`config.mk`:
```
export PLATFORM = sky130hd
export DESIGN_NAME = serial_frame_tx
export DESIGN_NICKNAME = d
export VERILOG_FILES = /design/src/rtl/serial_pkg.sv /design/src/rtl/serial_baud_counter.sv /design/src/rtl/serial_frame_tx.sv
export SDC_FILE = /design/constraint.sdc
export NUM_CORES = 1
export LEC_CHECK = 0
export ABC_CLOCK_PERIOD_IN_PS = 2300
export CAP_MARGIN = 20
export CORE_UTILIZATION = 55
export CTS_BUF_LIST = sky130_fd_sc_hd__clkbuf_2
export DETAILED_ROUTE_END_ITERATION = 10
export PLACE_DENSITY = 0.8
export REMOVE_ABC_BUFFERS = 1
export SYNTH_ARGS = -nofsm -noshare
export SYNTH_HDL_FRONTEND = slang
export SYNTH_SLANG_ARGS = --single-unit
```
`constraint.sdc`:
```
create_clock -name clock -period 2.3 [get_ports clock]
set_input_delay 0.23 -clock clock [delete_from_list [all_inputs] [get_ports clock]]
set_output_delay 0.23 -clock clock [all_outputs]
set_load 0.02 [all_outputs]
```
`src/rtl/serial_pkg.sv`:
```
// Shared definitions for the serial link: FSM states, line levels and parity.
// The transmit and receive ends both import this package.
package serial_pkg;

    typedef enum logic [2:0] {
        IDLE   = 3'd0,
        START  = 3'd1,
        DATA   = 3'd2,
        PARITY = 3'd3,
        STOP   = 3'd4
    } tx_state_e;

    localparam logic LINE_IDLE = 1'b1;
    localparam logic START_BIT = 1'b0;

    // Widest payload the parity helper accepts; narrower words are zero-extended.
    localparam int unsigned PARITY_MAX_W = 64;

    function automatic logic parity_bit(input logic [PARITY_MAX_W-1:0] data,
                                        input logic                    odd);
        return (^data) ^ odd;
    endfunction

endpackage

```
`src/rtl/serial_baud_counter.sv`:
```
// Bit-period timer: counts 0..CLKS_PER_BIT-1 and pulses tick at the terminal count.
// clear holds the count at zero so every bit period starts aligned to a state change.
module serial_baud_counter #(
    parameter int unsigned CLKS_PER_BIT = 4
) (
    input  logic clock,
    input  logic reset,
    input  logic clear,
    output logic tick
);

    localparam int unsigned CNT_W = (CLKS_PER_BIT > 1) ? $clog2(CLKS_PER_BIT) : 1;
    localparam logic [CNT_W-1:0] TERMINAL = CNT_W'(CLKS_PER_BIT - 1);

    logic [CNT_W-1:0] cnt_q, cnt_d;

    // tick is not gated by clear: the FSM derives clear from the transition tick causes.
    assign tick = (cnt_q == TERMINAL);

    always_comb begin
        cnt_d = cnt_q;
        if (clear || tick) begin
            cnt_d = '0;
        end else begin
            cnt_d = cnt_q + 1'b1;
        end
    end

    always_ff @(posedge clock or posedge reset) begin
        if (reset) begin
            cnt_q <= '0;
        end else begin
            cnt_q <= cnt_d;
        end
    end

endmodule

```
`src/rtl/serial_frame_tx.sv`:
```
// Parallel-to-serial frame transmitter: start bit, DATA_W bits LSB first,
// optional parity bit, stop bit; each bit held for CLKS_PER_BIT clocks.
module serial_frame_tx
    import serial_pkg::*;
#(
    parameter int unsigned DATA_W       = 8,
    parameter int unsigned CLKS_PER_BIT = 4,
    parameter bit          PARITY_EN    = 1'b1,
    parameter bit          PARITY_ODD   = 1'b0
) (
    input  logic              clock,
    input  logic              reset,
    input  logic [DATA_W-1:0] tx_data,
    input  logic              tx_valid,
    output logic              tx_ready,
    output logic              tx_serial,
    output logic              tx_busy,
    output logic              tx_done
);

    localparam int unsigned IDX_W = (DATA_W > 1) ? $clog2(DATA_W) : 1;
    localparam logic [IDX_W-1:0] LAST_IDX = IDX_W'(DATA_W - 1);

    tx_state_e         state_q, state_d;
    logic [DATA_W-1:0] shift_q, shift_d;
    logic [IDX_W-1:0]  idx_q, idx_d;
    logic [IDX_W-1:0]  idx_next;
    logic              serial_q, serial_d;
    logic              done_q, done_d;
    logic              baud_clear;
    logic              baud_tick;
    logic              parity_val;

    serial_baud_counter #(
        .CLKS_PER_BIT(CLKS_PER_BIT)
    ) u_baud (
        .clock (clock),
        .reset (reset),
        .clear (baud_clear),
        .tick  (baud_tick)
    );

    assign idx_next   = idx_q + 1'b1;
    // Parity is taken from the word latched at the handshake, not the live input.
    assign parity_val = parity_bit(PARITY_MAX_W'(shift_q), PARITY_ODD);

    always_comb begin
        state_d  = state_q;
        shift_d  = shift_q;
        idx_d    = idx_q;
        serial_d = serial_q;
        done_d   = 1'b0;

        case (state_q)
            IDLE: begin
                serial_d = LINE_IDLE;
                if (tx_valid) begin
                    shift_d  = tx_data;
                    idx_d    = '0;
                    serial_d = START_BIT;
                    state_d  = START;
                end
            end

            START: begin
                if (baud_tick) begin
                    idx_d    = '0;
                    serial_d = shift_q[0];
                    state_d  = DATA;
                end
            end

            DATA: begin
                if (baud_tick) begin
                    if (idx_q == LAST_IDX) begin
                        idx_d = '0;
                        if (PARITY_EN) begin
                            serial_d = parity_val;
                            state_d  = PARITY;
                        end else begin
                            serial_d = LINE_IDLE;
                            state_d  = STOP;
                        end
                    end else begin
                        idx_d    = idx_next;
                        serial_d = shift_q[idx_next];
                    end
                end
            end

            PARITY: begin
                if (baud_tick) begin
                    idx_d    = '0;
                    serial_d = LINE_IDLE;
                    state_d  = STOP;
                end
            end

            STOP: begin
                if (baud_tick) begin
                    idx_d    = '0;
                    serial_d = LINE_IDLE;
                    done_d   = 1'b1;
                    state_d  = IDLE;
                end
            end

            default: begin
                idx_d    = '0;
                serial_d = LINE_IDLE;
                state_d  = IDLE;
            end
        endcase
    end

    // The baud count restarts on every state change and is held at zero while idle.
    assign baud_clear = (state_q == IDLE) || (state_d != state_q);

    always_ff @(posedge clock or posedge reset) begin
        if (reset) begin
            state_q  <= IDLE;
            shift_q  <= '0;
            idx_q    <= '0;
            serial_q <= LINE_IDLE;
            done_q   <= 1'b0;
        end else begin
            state_q  <= state_d;
            shift_q  <= shift_d;
            idx_q    <= idx_d;
            serial_q <= serial_d;
            done_q   <= done_d;
        end
    end

    assign tx_ready  = (state_q == IDLE);
    assign tx_busy   = (state_q != IDLE);
    assign tx_serial = serial_q;
    assign tx_done   = done_q;

endmodule
```
### After elaboration in Yosys (flattened, before gate mapping)

Index checks and enable logic that the tools add are counted.

| operators by class | value |
|---|---|
| muxes and demuxes | 23 |
| $lt $le $gt $ge | 1 |
| equality and inequality tests | 12 |
| reductions and logical operators | 10 |
| $add $sub $neg | 2 |

Operators by type and width:

| cell | count |
|---|---|
| XOR reduction 64 bit | 1 |
| two-way mux 3 bit | 10 |
| case mux 3 bit (5 select lines) | 1 |
| case mux 3 bit (3 select lines) | 1 |
| two-way mux 1 bit | 8 |
| != test 2 x 1 -> 1 bit (second input constant) | 4 |
| equality test 3 x 2 -> 1 bit (second input constant) | 2 |
| equality test 3 bit (second input constant) | 2 |
| AND reduction 3 bit | 2 |
| < comparator 3 x 4 -> 1 bit (second input constant) | 1 |
| case mux 1 bit (4 select lines) | 1 |
| adder 3 x 1 -> 3 bit (second input constant) | 1 |
| binary-select mux 1 bit (select 3 bit) | 1 |
| equality test 3 x 1 -> 1 bit (second input constant) | 1 |
| logical NOT 3 bit | 1 |
| != test 3 bit | 1 |
| nonzero test 3 bit | 1 |
| OR reduction 3 bit | 1 |
| adder 2 x 1 -> 2 bit (second input constant) | 1 |
| equality test 2 bit (second input constant) | 1 |
| logical OR 1 bit | 2 |
| two-way mux 2 bit | 1 |
| != test 2 bit (second input constant) | 1 |
| AND reduction 2 bit | 1 |
| OR reduction 2 bit | 1 |

| word-level totals | value |
|---|---|
| register bits after elaboration | 18 |
| input port bits | 11 |
| word-level logic and storage cells | 54 |
| output and inout port bits | 4 |

### Logic depth before layout (Yosys ltp)

Gate-level depths: netlist (run 1).

| depth | value |
|---|---|
| depth after elaboration | 8 |
| mapped depth | 6 |

### Modules after synthesis

Synthesis (run 1) repeated with hierarchy kept, for this count alone.

| unflattened totals | value |
|---|---|
| cells, all modules | 94 |
| area, all modules | 1067.3 um^2 |

By module, submodules not included:

| module | instances | cells an instance | seq. area each (um^2) | area each (um^2) |
|---|---|---|---|---|
| serial_frame_tx | 1 | 88 | 401.6 | 978.4 |
| serial_baud_counter | 1 | 6 | 50.0 | 88.8 |

### Least setup slack after synthesis (run 1)

OpenSTA, ideal clock, no wires.

| timing path | value |
|---|---|
| path type | register -> register |
| from | register idx_q[0] |
| to | register serial_q, in the netlist tx_serial |
| stages on the path, launching flop included | 6 |
| library setup time | 89 ps |
| required time | 2211 ps |
| clock period less this slack | 1773 ps |
| arrival | 1684 ps |
| setup slack | 527 ps |
| cells stage by stage | dfrtp_1 -> ha_1 -> mux4_2 -> or2_0 -> o31ai_1 -> o22ai_1 |

| between the ends | value |
|---|---|
| cells in the longest elaborated chain, start to end | 6 |

Ends and longest elaborated chain:

| element | line | RTL |
|---|---|---|
| from (decl) | serial_frame_tx.sv:26 | `logic [IDX_W-1:0] idx_q, idx_d;` |
| from (signal assigned) | serial_frame_tx.sv:129 | `idx_q <= idx_d;` |
| adder 3 x 1 -> 3 bit | serial_frame_tx.sv:43 | `assign idx_next = idx_q + 1'b1;` |
| binary-select mux 1 bit (select 3 bit) | serial_frame_tx.sv:86 | `serial_d = shift_q[idx_next];` |
| two-way mux 1 bit (not written as such) | serial_frame_tx.sv:86 |  |
| two-way mux 1 bit * | serial_frame_tx.sv:75 | `if (idx_q == LAST_IDX) begin` |
| two-way mux 1 bit * | serial_frame_tx.sv:74 | `if (baud_tick) begin` |
| case mux 1 bit (4 select lines) * | serial_frame_tx.sv:54 | `case (state_q)` |
| to (signal assigned) | serial_frame_tx.sv:130 | `serial_q <= serial_d;` |
| to (decl) | serial_frame_tx.sv:28 | `logic serial_q, serial_d;` |

Mark *: on every way between the ends. The rest lies on a longest branch, timed or not. The select of a mux whose other input is x is not followed.
A chain may end at the register's enable or synchronous reset.

### Worst setup path after layout (run 1)

| timing path | value |
|---|---|
| from | register state_q[0] |
| to | output port tx_busy |

| between the ends | value |
|---|---|
| cells in the longest elaborated chain, start to end | 1 |

Ends and longest elaborated chain:

| element | line | RTL |
|---|---|---|
| from (decl) | serial_frame_tx.sv:24 | `tx_state_e state_q, state_d;` |
| from (signal assigned) | serial_frame_tx.sv:127 | `state_q <= state_d;` |
| nonzero test 3 bit | serial_frame_tx.sv:136 | `assign tx_busy = (state_q != IDLE);` |
| to (decl) | serial_frame_tx.sv:17 | `output logic tx_busy,` |

No other way between the ends.

==> reports/qor.csv, run 1 <==
stage;metric;value;unit
run_status;status;complete, no violations;
yosys;Syn Std Cell Area;980;um2
layout;design area;1150;um2
critical_path;Critical Path Fanout Max;9;
yosys;Yosys top cell by area;dfrtp_1;
power;Peak VDD IR;0.466;mV
critical_path;r2r endpoint;tx_serial;
timing;Slew HR;53.6;%
layout;antenna cells;0;
layout;synthesis-to-layout area growth;17.0;%
global_routing;number of global-route vias before repair;677;
timing;RSZ-0062 raised after global routing;no;
job;Max-Cap Viols;0;
layout;layout cells sized above 1;20.0;%
yosys;Synth area leaders;dfrtp_1, mux2_2, xnor2_1;
global_routing;wire length of the first global-routing pass;2.92;mm
timing;Final Max Slew Viols;0;
critical_path;Max stage delay on crit path;540;ps
timing;fmax;0.511;GHz
cts;cts bufs inserted;3;
floorplan;die width;44.2;um
yosys;most frequent cell after synthesis;dfrtp_1;
yosys;register area share after synthesis;46.1;%
yosys;number of synthesized register bits;18;
drt;DRT Wirelength;1.64;mm
critical_path;Reg-to-Reg Start;idx_q[0];
cts;CTS tree;built;
power;Pleak;0.492;nW
layout;nets@finish;115;
drt;Detail Route Antenna Nets;0;
cts;Resize count post-CTS;0;
critical_path;Buf/Inv on CP;2;
timing;Tightest Pin Transition;696;ps
critical_path;Worst setup EP type;primary output;
global_routing;Congestion Overflow GR;0;
drt;DRC errors left;0;
placement;Port Buffers;14;
critical_path;critical path class;reg2out;
placement;placed cells;112;
critical_path;flop2flop setup slack;400;ps
cts;clk_lat worst skew;300;ps
placement;GPL Wtd Cong;0.744;
floorplan;die height;44.2;um
critical_path;crit-path cells;nor3_4, inv_2, clkdlybuf4s50_1;
cts;clk sink count;18;
critical_path;Worst EP required;2070;ps
power;power per cell area;672;nW/um2
critical_path;CP max stage cell;clkdlybuf4s50_1;
yosys;post-synthesis cell type count;33;
drt;1st-pass router iterations;4;
yosys;Post-synth top flop;dfrtp_1;
yosys;EDFF count, synth;0;
placement;Detail Placement HPWL;1.24;mm
drt;initial drt markers;10;
timing;Final Hold Vio Count;0;
global_routing;largest net degree at the start of global routing;19;
cts;maximum clock path buffer count;2;
cts;CTS H-tree lvls;1;
timing;Tmin final;1960;ps
timing;setup TNS;0;ps
cts;CTS Hold Buffers Added;0;
timing;Worst Skew;13.8;ps
yosys;Synth Area per Inst;11.7;um2
timing;fin crit share;85.0;%
floorplan;core footprint;1580;um2
yosys;Synth top cells by count;dfrtp_1, mux2_2, xnor2_1, inv_1;
critical_path;Setup crit start;state_q[0];
timing;Setup Viol. Count Final;0;
drt;number of vias per cell;5.70;
global_routing;initial antenna violation count;0;
floorplan;Initial Util;62.1;%
yosys;Synth top area share;43.4;%
floorplan;die area;1950;um2
critical_path;Reg2Reg Depth;5;
cts;CTS clk-pin slew, worst paths;170;ps
floorplan;I/O pins;15;
drt;via count;661;
cts;clk root buf;clkbuf_2;
hold_path;HP Class;in2async;
yosys;Synth Warn #;0;
layout;Post-Layout Cell Count;116;
critical_path;Top Family by Delay on Critical Path;buffers and inverters;
placement;DP Area;1130;um2
yosys;Post-Synthesis Cells;84;
drt;routed len/inst;14.1;um
critical_path;WP data arrival;1730;ps
cts;Setup Fix Bufs, Post-CTS;0;
critical_path;crit start category;flop;
yosys;ys async rst share;100;%
floorplan;floorplan row count;14;
global_routing;overall routing resource usage;20.7;%
-- worst max path at each step --
stage,to,slack (ps),depth (start not counted)
2_1_floorplan,tx_serial,530,5
3_3_place_gp,tx_serial,500,5
3_5_place_dp,tx_serial,390,5
4_1_cts,tx_busy,340,3
5_1_grt,tx_busy,240,3
6_report,tx_busy,340,3
-- per-stage QoR --
stage / setup WS, ps / util (%) / hold slack, ps / total power [mW]
floorplan: 527 / - / 168 / 0.578
global placement: 496 / 71.5 / 420 / 0.636
detailed placement: 392 / 71.5 / 438 / 0.644
CTS: 344 / 72.7 / 318 / 0.775
global route: 240 / 72.7 / 357 / 0.816
finish: 344 / 72.7 / 306 / 0.770
-- where the power goes --
part | switching, mW | internal [mW]
registers | 0.0351 | 0.356
clock network | 0.0965 | 0.0378
logic | 0.106 | 0.139
total | 0.237 | 0.532
-- per-layer routing --
metal	vias up	part of all wire (%)	global-route usage (%)
li1	322	-	-
met1	325	44	24.1
met2	12	52	37.6
met3	2	2.7	3.67
met4	0	1.2	7.88
met5	-	0	0
-- state kept, by name, indices dropped and copies added (netlist names) --
name / count
idx_q: 3
state_q: 3
shift_q: 8
u_baud.cnt_q: 2
tx_serial: 1
tx_done: 1
-- final cells by class --
type	instances	area, um2
Clock buffer	3	15.0
Fill cell	121	430
Multi-Input combinational cell	56	485
Inverter	8	30.0
Clock inverter	1	3.75
Tap cell	16	20.0
Timing Repair Buffer	14	140
Sequential cell	18	452
-- layout by cell type, fill, tap and decap left out, drive strengths merged, types with 2 or more instances in the layout --
cell            n
clkbuf          3
clkdlybuf4s50  14
dfrtp          17
ha              3
inv             8
mux2            8
mux2i           3
mux4            2
nand2           5
nand2b          2
nand3           2
nand3b          2
nor2            6
xnor2           8
-- kinds of logic after synthesis --
family | synth area share [%]
AND/OR/NAND/NOR | 13.7
adder cells (fa/ha/maj) | 3.83
AO/OA/AOI/OAI | 8.05
multiplexers | 16.9
XOR/XNOR | 7.15
flip-flops | 46.1
buffers and inverters | 4.34
(Power assumes the default switching activity.)
==> run 2, diff against run 1 <==
--- a/config.mk
+++ b/config.mk
@@ -5,12 +5,13 @@
 export SDC_FILE = /design/constraint.sdc
 export NUM_CORES = 1
 export LEC_CHECK = 0
-export ABC_CLOCK_PERIOD_IN_PS = 2300
+export ABC_CLOCK_PERIOD_IN_PS = 2540
 export CAP_MARGIN = 20
-export CORE_UTILIZATION = 55
+export CORE_MARGIN = 4
+export CORE_UTILIZATION = 59
 export CTS_BUF_LIST = sky130_fd_sc_hd__clkbuf_2
 export DETAILED_ROUTE_END_ITERATION = 10
-export PLACE_DENSITY = 0.8
+export PLACE_DENSITY = 0.85
 export REMOVE_ABC_BUFFERS = 1
 export SYNTH_ARGS = -nofsm -noshare
 export SYNTH_HDL_FRONTEND = slang
==> constraint.sdc (replaced) <==
create_clock -name clock -period 2.54 [get_ports clock]
set_input_delay 0.254 -clock clock [delete_from_list [all_inputs] [get_ports clock]]
set_output_delay 0.254 -clock clock [all_outputs]
set_load 0.02 [all_outputs]
==> run 2 against run 1 <==
Compared with the run above: non-clock buffer count unchanged; clock skew increased by 1.9 ps; highest routed layer unchanged; clock power fell by 6%; sequential power is 9.5% lower; largest cell class unchanged; critical endpoint unchanged; setup slack better by 200 ps.
==> reports/qor.csv, run 2 (synthesis gave the netlist of run 1 again) <==
stage;metric;value;unit;change
drt;via count;668;;+1.1%
drt;Detail Route Antenna Nets;0;;unchanged
cts;maximum clock path buffer count;2;;unchanged
cts;Setup Fix Bufs, Post-CTS;0;;unchanged
cts;clk root buf;clkbuf_2;;
drt;WL met2;834;um;-1.7%
drt;1st-pass router iterations;4;;unchanged
hold_path;HP Class;in2async;;
timing;RSZ-0062 raised after global routing;no;;
layout;synthesis-to-layout area growth;17.1;%;
layout;Biggest register;shift_q;;
global_routing;largest net degree at the start of global routing;19;;unchanged
drt;M1 WL;706;um;-2.4%
cts;cts bufs inserted;3;;unchanged
timing;Worst Skew;15.7;ps;+1.88 ps
critical_path;crit start category;flop;;
critical_path;Reg2Reg Depth;5;;unchanged
drt;number of vias per cell;5.76;;+1.1%
layout;most frequent cells in the layout;dfrtp_1, clkdlybuf4s50_1, mux2_2, xnor2_1, inv_1;;
timing;Slew HR;55.1;%;+1.5 points
global_routing;number of global-route vias before repair;693;;+2.4%
floorplan;core footprint;1540;um2;-2.2%
global_routing;Congestion Overflow GR;0;;unchanged
floorplan;die height;48.8;um;+10%
cts;CTS H-tree lvls;1;;unchanged
global_routing;initial antenna violation count;0;;unchanged
layout;antenna cells;0;;unchanged
timing;Final Hold Vio Count;0;;unchanged
placement;Port Buffers;14;;unchanged
drt;Met3 Wirelength;90;um;+100%
drt;initial drt markers;14;;+4
timing;Final Max Slew Viols;0;;unchanged
critical_path;Worst setup EP type;primary output;;
critical_path;Critical Path Fanout Max;9;;unchanged
placement;pre-CTS worst setup slack;679;ps;+287 ps
floorplan;Initial Util;63.6;%;+1.4 points
cts;clk_lat worst skew;300;ps;about the same
critical_path;critical path class;reg2out;;
placement;DP Area;1130;um2;unchanged
timing;Setup Viol. Count Final;0;;unchanged
layout;nets@finish;115;;unchanged
drt;max layer used;met4;;
layout;Largest regs;shift_q (8), idx_q (3), state_q (3);;
floorplan;die width;48.8;um;+10%
run_status;status;complete, no violations;;
placement;GPL Wtd Cong;0.817;;+9.8%
drt;DRT Wirelength;1.65;mm;+0.61%
layout;layout cells sized above 1;21.0;%;+1.0 points
floorplan;floorplan row count;14;;unchanged
power;Pleak;0.495;nW;+0.53%
timing;fin crit share;78.7;%;
cts;CTS clk-pin slew, worst paths;170;ps;about the same
timing;setup TNS;0;ps;unchanged
layout;max reg flops;8;;unchanged
timing;Tmin final;2000;ps;
global_routing;wire length of the first global-routing pass;2.93;mm;+0.24%
layout;Fillers;129;;+6.6%
timing;Tightest Pin Transition;673;ps;-22.7 ps
timing;worst hold margin;322;ps;+16.7 ps
cts;CTS tree;built;;
drt;DRC errors left;0;;unchanged
timing;fin worst setup slack;540;ps;+196 ps
power;Tot Pwr;0.705;mW;-8.4%
cts;clk sink count;18;;unchanged
floorplan;I/O pins;15;;unchanged
power;power per cell area;615;nW/um2;-8.5%
layout;design area;1150;um2;+0.11%
cts;Resize count post-CTS;0;;unchanged
placement;Detail Placement HPWL;1.31;mm;+5.0%
layout;commonest non-fill, non-tap cell in the layout;dfrtp_1;;
cts;CTS Hold Buffers Added;0;;unchanged
global_routing;overall routing resource usage;15.3;%;-5.5 points
timing;fmax;0.500;GHz;
power;Peak VDD IR;0.460;mV;-1.4%
drt;routed len/inst;14.2;um;+0.61%
job;Max-Cap Viols;0;;unchanged
critical_path;WP data arrival;1750;ps;+20 ps
critical_path;Worst EP required;2290;ps;+220 ps
floorplan;die area;2380;um2;+22%
run 2: cell count changes in the layout (fill, tap and decap cells not counted):
cell	change
clkbuf_2	+1
clkinv_1	-1
run 2: final cells by class:
type / instances / area [um2] / area share (%)
well taps: 16 / 20.0 / 1.74
inverters: 8 / 30.0 / 2.62
flip-flops and latches: 18 / 452 / 39.4
repair buffers: 14 / 140 / 12.2
clock buffers: 4 / 20.0 / 1.74
multi-input cells: 56 / 485 / 42.3
run 2: per-layer routing:
metal,vias up,GRT usage [%]
met2,23,26.3
li1,328,-
met4,0,5.83
met3,2,1.84
met1,315,19.3
met5,-,0
run 2: final timing paths:
check	end	start	slack [ps]
worst max-delay path	tx_busy	state_q[0]	540
worst max register to register	tx_serial	idx_q[0]	670
min in group clock	u_baud.cnt_q[0]	u_baud.cnt_q[0]	450
worst min-delay path	u_baud.cnt_q[0]	reset	320
worst min register to register	u_baud.cnt_q[0]	u_baud.cnt_q[0]	450
max in group asynchronous	shift_q[5]	reset	1780
run 2: power breakdown:
part	internal [mW]	total, mW	leakage [nW]	switching [mW]
Clock	0.0417	0.126	0.0166	0.0847
Sequential	0.322	0.354	0.224	0.0321
Combinational	0.126	0.225	0.254	0.0986
run 2: worst max-delay path, stage by stage (launching register included):
cell and delay, ps:
dfrtp_1 520, nor3_4 270, inv_2 110, clkdlybuf4s50_1 550
run 2: metrics by stage:
step                      cells  util (%)
after CTS                   116      74.4
final                       116      74.4
after floorplan              82         -
after detailed placement    112      73.1
after global routing        116      74.4
after global placement      112      73.1
==> run 3, diff against run 2 <==
--- a/config.mk
+++ b/config.mk
@@ -5,13 +5,13 @@
 export SDC_FILE = /design/constraint.sdc
 export NUM_CORES = 1
 export LEC_CHECK = 0
-export ABC_CLOCK_PERIOD_IN_PS = 2540
+export ABC_CLOCK_PERIOD_IN_PS = 1850
 export CAP_MARGIN = 20
 export CORE_MARGIN = 4
-export CORE_UTILIZATION = 59
+export CORE_UTILIZATION = 55
 export CTS_BUF_LIST = sky130_fd_sc_hd__clkbuf_2
 export DETAILED_ROUTE_END_ITERATION = 10
-export PLACE_DENSITY = 0.85
+export PLACE_DENSITY = 0.8
 export REMOVE_ABC_BUFFERS = 1
 export SYNTH_ARGS = -nofsm -noshare
 export SYNTH_HDL_FRONTEND = slang
==> constraint.sdc (replaced) <==
create_clock -name clock -period 1.85 [get_ports clock]
set_input_delay 0.185 -clock clock [delete_from_list [all_inputs] [get_ports clock]]
set_output_delay 0.185 -clock clock [all_outputs]
set_load 0.02 [all_outputs]
==> run 3 against run 2 <==
Compared with the run above: setup slack got worse by 490 ps; worst hold slack lost 73 ps; die area is 6.1% higher; non-clock buffer count grew 1; utilization shrank 0.65 points; combinational power grew 35%; via count grew 2.1%; sequential share of layout area decreased by 0.75 points; clock power is 30% higher; first-iteration DRC count grew 43%; register-to-register slack got worse by 620 ps; largest power group unchanged.
==> reports/qor.csv, run 3 (synthesis gave the netlist of run 1 again) <==
stage;metric;value;unit;change
drt;routed len/inst;13.3;um;-6.1%
layout;commonest non-fill, non-tap cell in the layout;dfrtp_1;;
timing;Tightest Pin Transition;652;ps;-21.1 ps
floorplan;I/O pins;15;;unchanged
layout;synthesis-to-layout area growth;20.1;%;
layout;Biggest register;shift_q;;
timing;Final Max Slew Viols;0;;unchanged
floorplan;die height;50.2;um;+3.0%
cts;Setup Fix Bufs, Post-CTS;0;;unchanged
layout;Largest regs;shift_q (8), idx_q (3), state_q (3);;
critical_path;Critical Path Fanout Max;3;;-6
timing;Setup Viol. Count Final;0;;unchanged
power;Peak VDD IR;0.662;mV;+44%
drt;Detail Route Antenna Nets;0;;unchanged
placement;Port Buffers;14;;unchanged
layout;most frequent cells in the layout;dfrtp_1, clkdlybuf4s50_1, mux2_2, xnor2_1, inv_1;;
drt;number of vias per cell;5.46;;-5.3%
global_routing;initial antenna violation count;0;;unchanged
floorplan;die width;50.2;um;+3.0%
hold_path;HP Class;in2async;;
cts;maximum clock path buffer count;2;;unchanged
timing;fin crit share;97.3;%;
layout;Post-Layout Cell Count;125;;+7.8%
drt;initial drt markers;20;;+6
timing;worst hold margin;249;ps;-73.1 ps
power;power per cell area;812;nW/um2;+32%
layout;max reg flops;8;;unchanged
critical_path;Reg-to-Reg Start;idx_q[0];;
placement;GPL Wtd Cong;0.782;;-4.2%
placement;pre-CTS worst setup slack;20.1;ps;-659 ps
timing;Worst Skew;6.45;ps;-9.25 ps
floorplan;die area;2520;um2;+6.1%
job;Max-Cap Viols;0;;unchanged
drt;DRC errors left;0;;unchanged
floorplan;core footprint;1590;um2;+3.4%
timing;RSZ-0062 raised after global routing;yes;;
layout;antenna cells;0;;unchanged
timing;fmax;0.556;GHz;
critical_path;critical path class;reg2reg;;
floorplan;Initial Util;61.5;%;-2.1 points
global_routing;Congestion Overflow GR;0;;unchanged
cts;clk_lat worst skew;290;ps;about the same
drt;DRT Wirelength;1.67;mm;+1.2%
cts;cts bufs inserted;3;;unchanged
global_routing;overall routing resource usage;15.8;%;+0.54 points
layout;nets@finish;116;;+0.87%
critical_path;WP data arrival;2040;ps;+290 ps
timing;Tmin final;1800;ps;
critical_path;r2r endpoint;tx_serial;;
global_routing;largest net degree at the start of global routing;19;;unchanged
run_status;status;complete, no violations;;
power;Pleak;0.495;nW;+0.11%
placement;Detail Placement HPWL;1.29;mm;-1.5%
timing;Final Hold Vio Count;0;;unchanged
global_routing;number of global-route vias before repair;734;;+5.9%
layout;layout cells sized above 1;23.8;%;+2.8 points
critical_path;Worst setup EP type;flop;;
critical_path;Worst EP required;2090;ps;-200 ps
cts;CTS clk-pin slew, worst paths;170;ps;about the same
cts;clk root buf;clkbuf_2;;
cts;CTS H-tree lvls;1;;unchanged
global_routing;wire length of the first global-routing pass;3.04;mm;+3.8%
timing;Slew HR;56.5;%;+1.4 points
cts;clk sink count;18;;unchanged
critical_path;crit start category;flop;;
critical_path;flop2flop setup slack;50;ps;-620 ps
floorplan;floorplan row count;14;;unchanged
placement;placed cells;121;;+8.0%
timing;fin worst setup slack;49.9;ps;-490 ps
drt;via count;682;;+2.1%
critical_path;Reg2Reg Depth;5;;unchanged
cts;CTS tree;built;;
drt;1st-pass router iterations;4;;unchanged
==> run 3: cell types whose count changed in the layout (fill, tap and decap cells not counted), moves of 2 or more <==
cell | before | now
clkdlybuf4s50_1 | 14 | 12
dfrtp_1 | 17 | 15
dfrtp_2 | 0 | 2
dlygate4sd2_1 | 0 | 2
==> run 3: timing repair <==
item                       in CTS  in global routing
pin swaps                       0                  0
hold buffers                    0                  0
setup endpoints to repair       3                  1
resized for setup               5                  0
cloned                          0                  0
hold endpoints to repair        0                  0
==> run 3: cell type report <==
class / instances / area, um2
Clock buffer: 3 / 15.0
Inverter: 8 / 30.0
Clock inverter: 1 / 3.75
Tap cell: 24 / 30.0
Fill cell: 118 / 418
Timing Repair Buffer: 15 / 145
Multi-Input combinational cell: 56 / 498
Sequential cell: 18 / 454
==> run 3: worst max-delay path by stage <==
stage                   from        end  slack, ps  cells after the start
global route        idx_q[1]  tx_serial        -40                      5
floorplan           idx_q[0]  tx_serial         80                      5
detailed placement  idx_q[0]  tx_serial         20                      5
CTS                 idx_q[0]  tx_serial         50                      5
global placement    idx_q[0]  tx_serial        110                      5
finish              idx_q[0]  tx_serial         50                      5
==> run 3: stage by stage <==
step	instance area (um2)	setup TNS, ps	power [mW]	utilization (%)
CTS	1180	0	0.964	73.8
global route	1180	-40.0	1.02	73.8
detailed placement	1140	0	0.804	71.8
finish	1180	0	0.956	73.8
floorplan	967	0	0.718	-
global placement	1140	0	0.790	71.8
==> run 3: metal layers <==
metal	GRT usage (%)	up-vias	part of all wire, %
met5	0	-	0
met4	5.53	0	1.1
met3	3.55	4	5.8
met2	28.3	20	50
met1	18.5	332	43
li1	-	326	-
==> run 3: where the power goes <==
| part | switching (mW) | internal, mW | total (mW) | leakage, nW |
|---|---|---|---|---|
| combinational | 0.134 | 0.169 | 0.303 | 0.259 |
| sequential | 0.0446 | 0.443 | 0.488 | 0.222 |
| clock | 0.117 | 0.0470 | 0.164 | 0.0140 |
==> run 3: critical path: stages (launching register included) <==
cell,delay [ps]
dfrtp_1,450
ha_4,300
mux4_2,490
or2_0,220
o31ai_1,190
o22ai_1,100
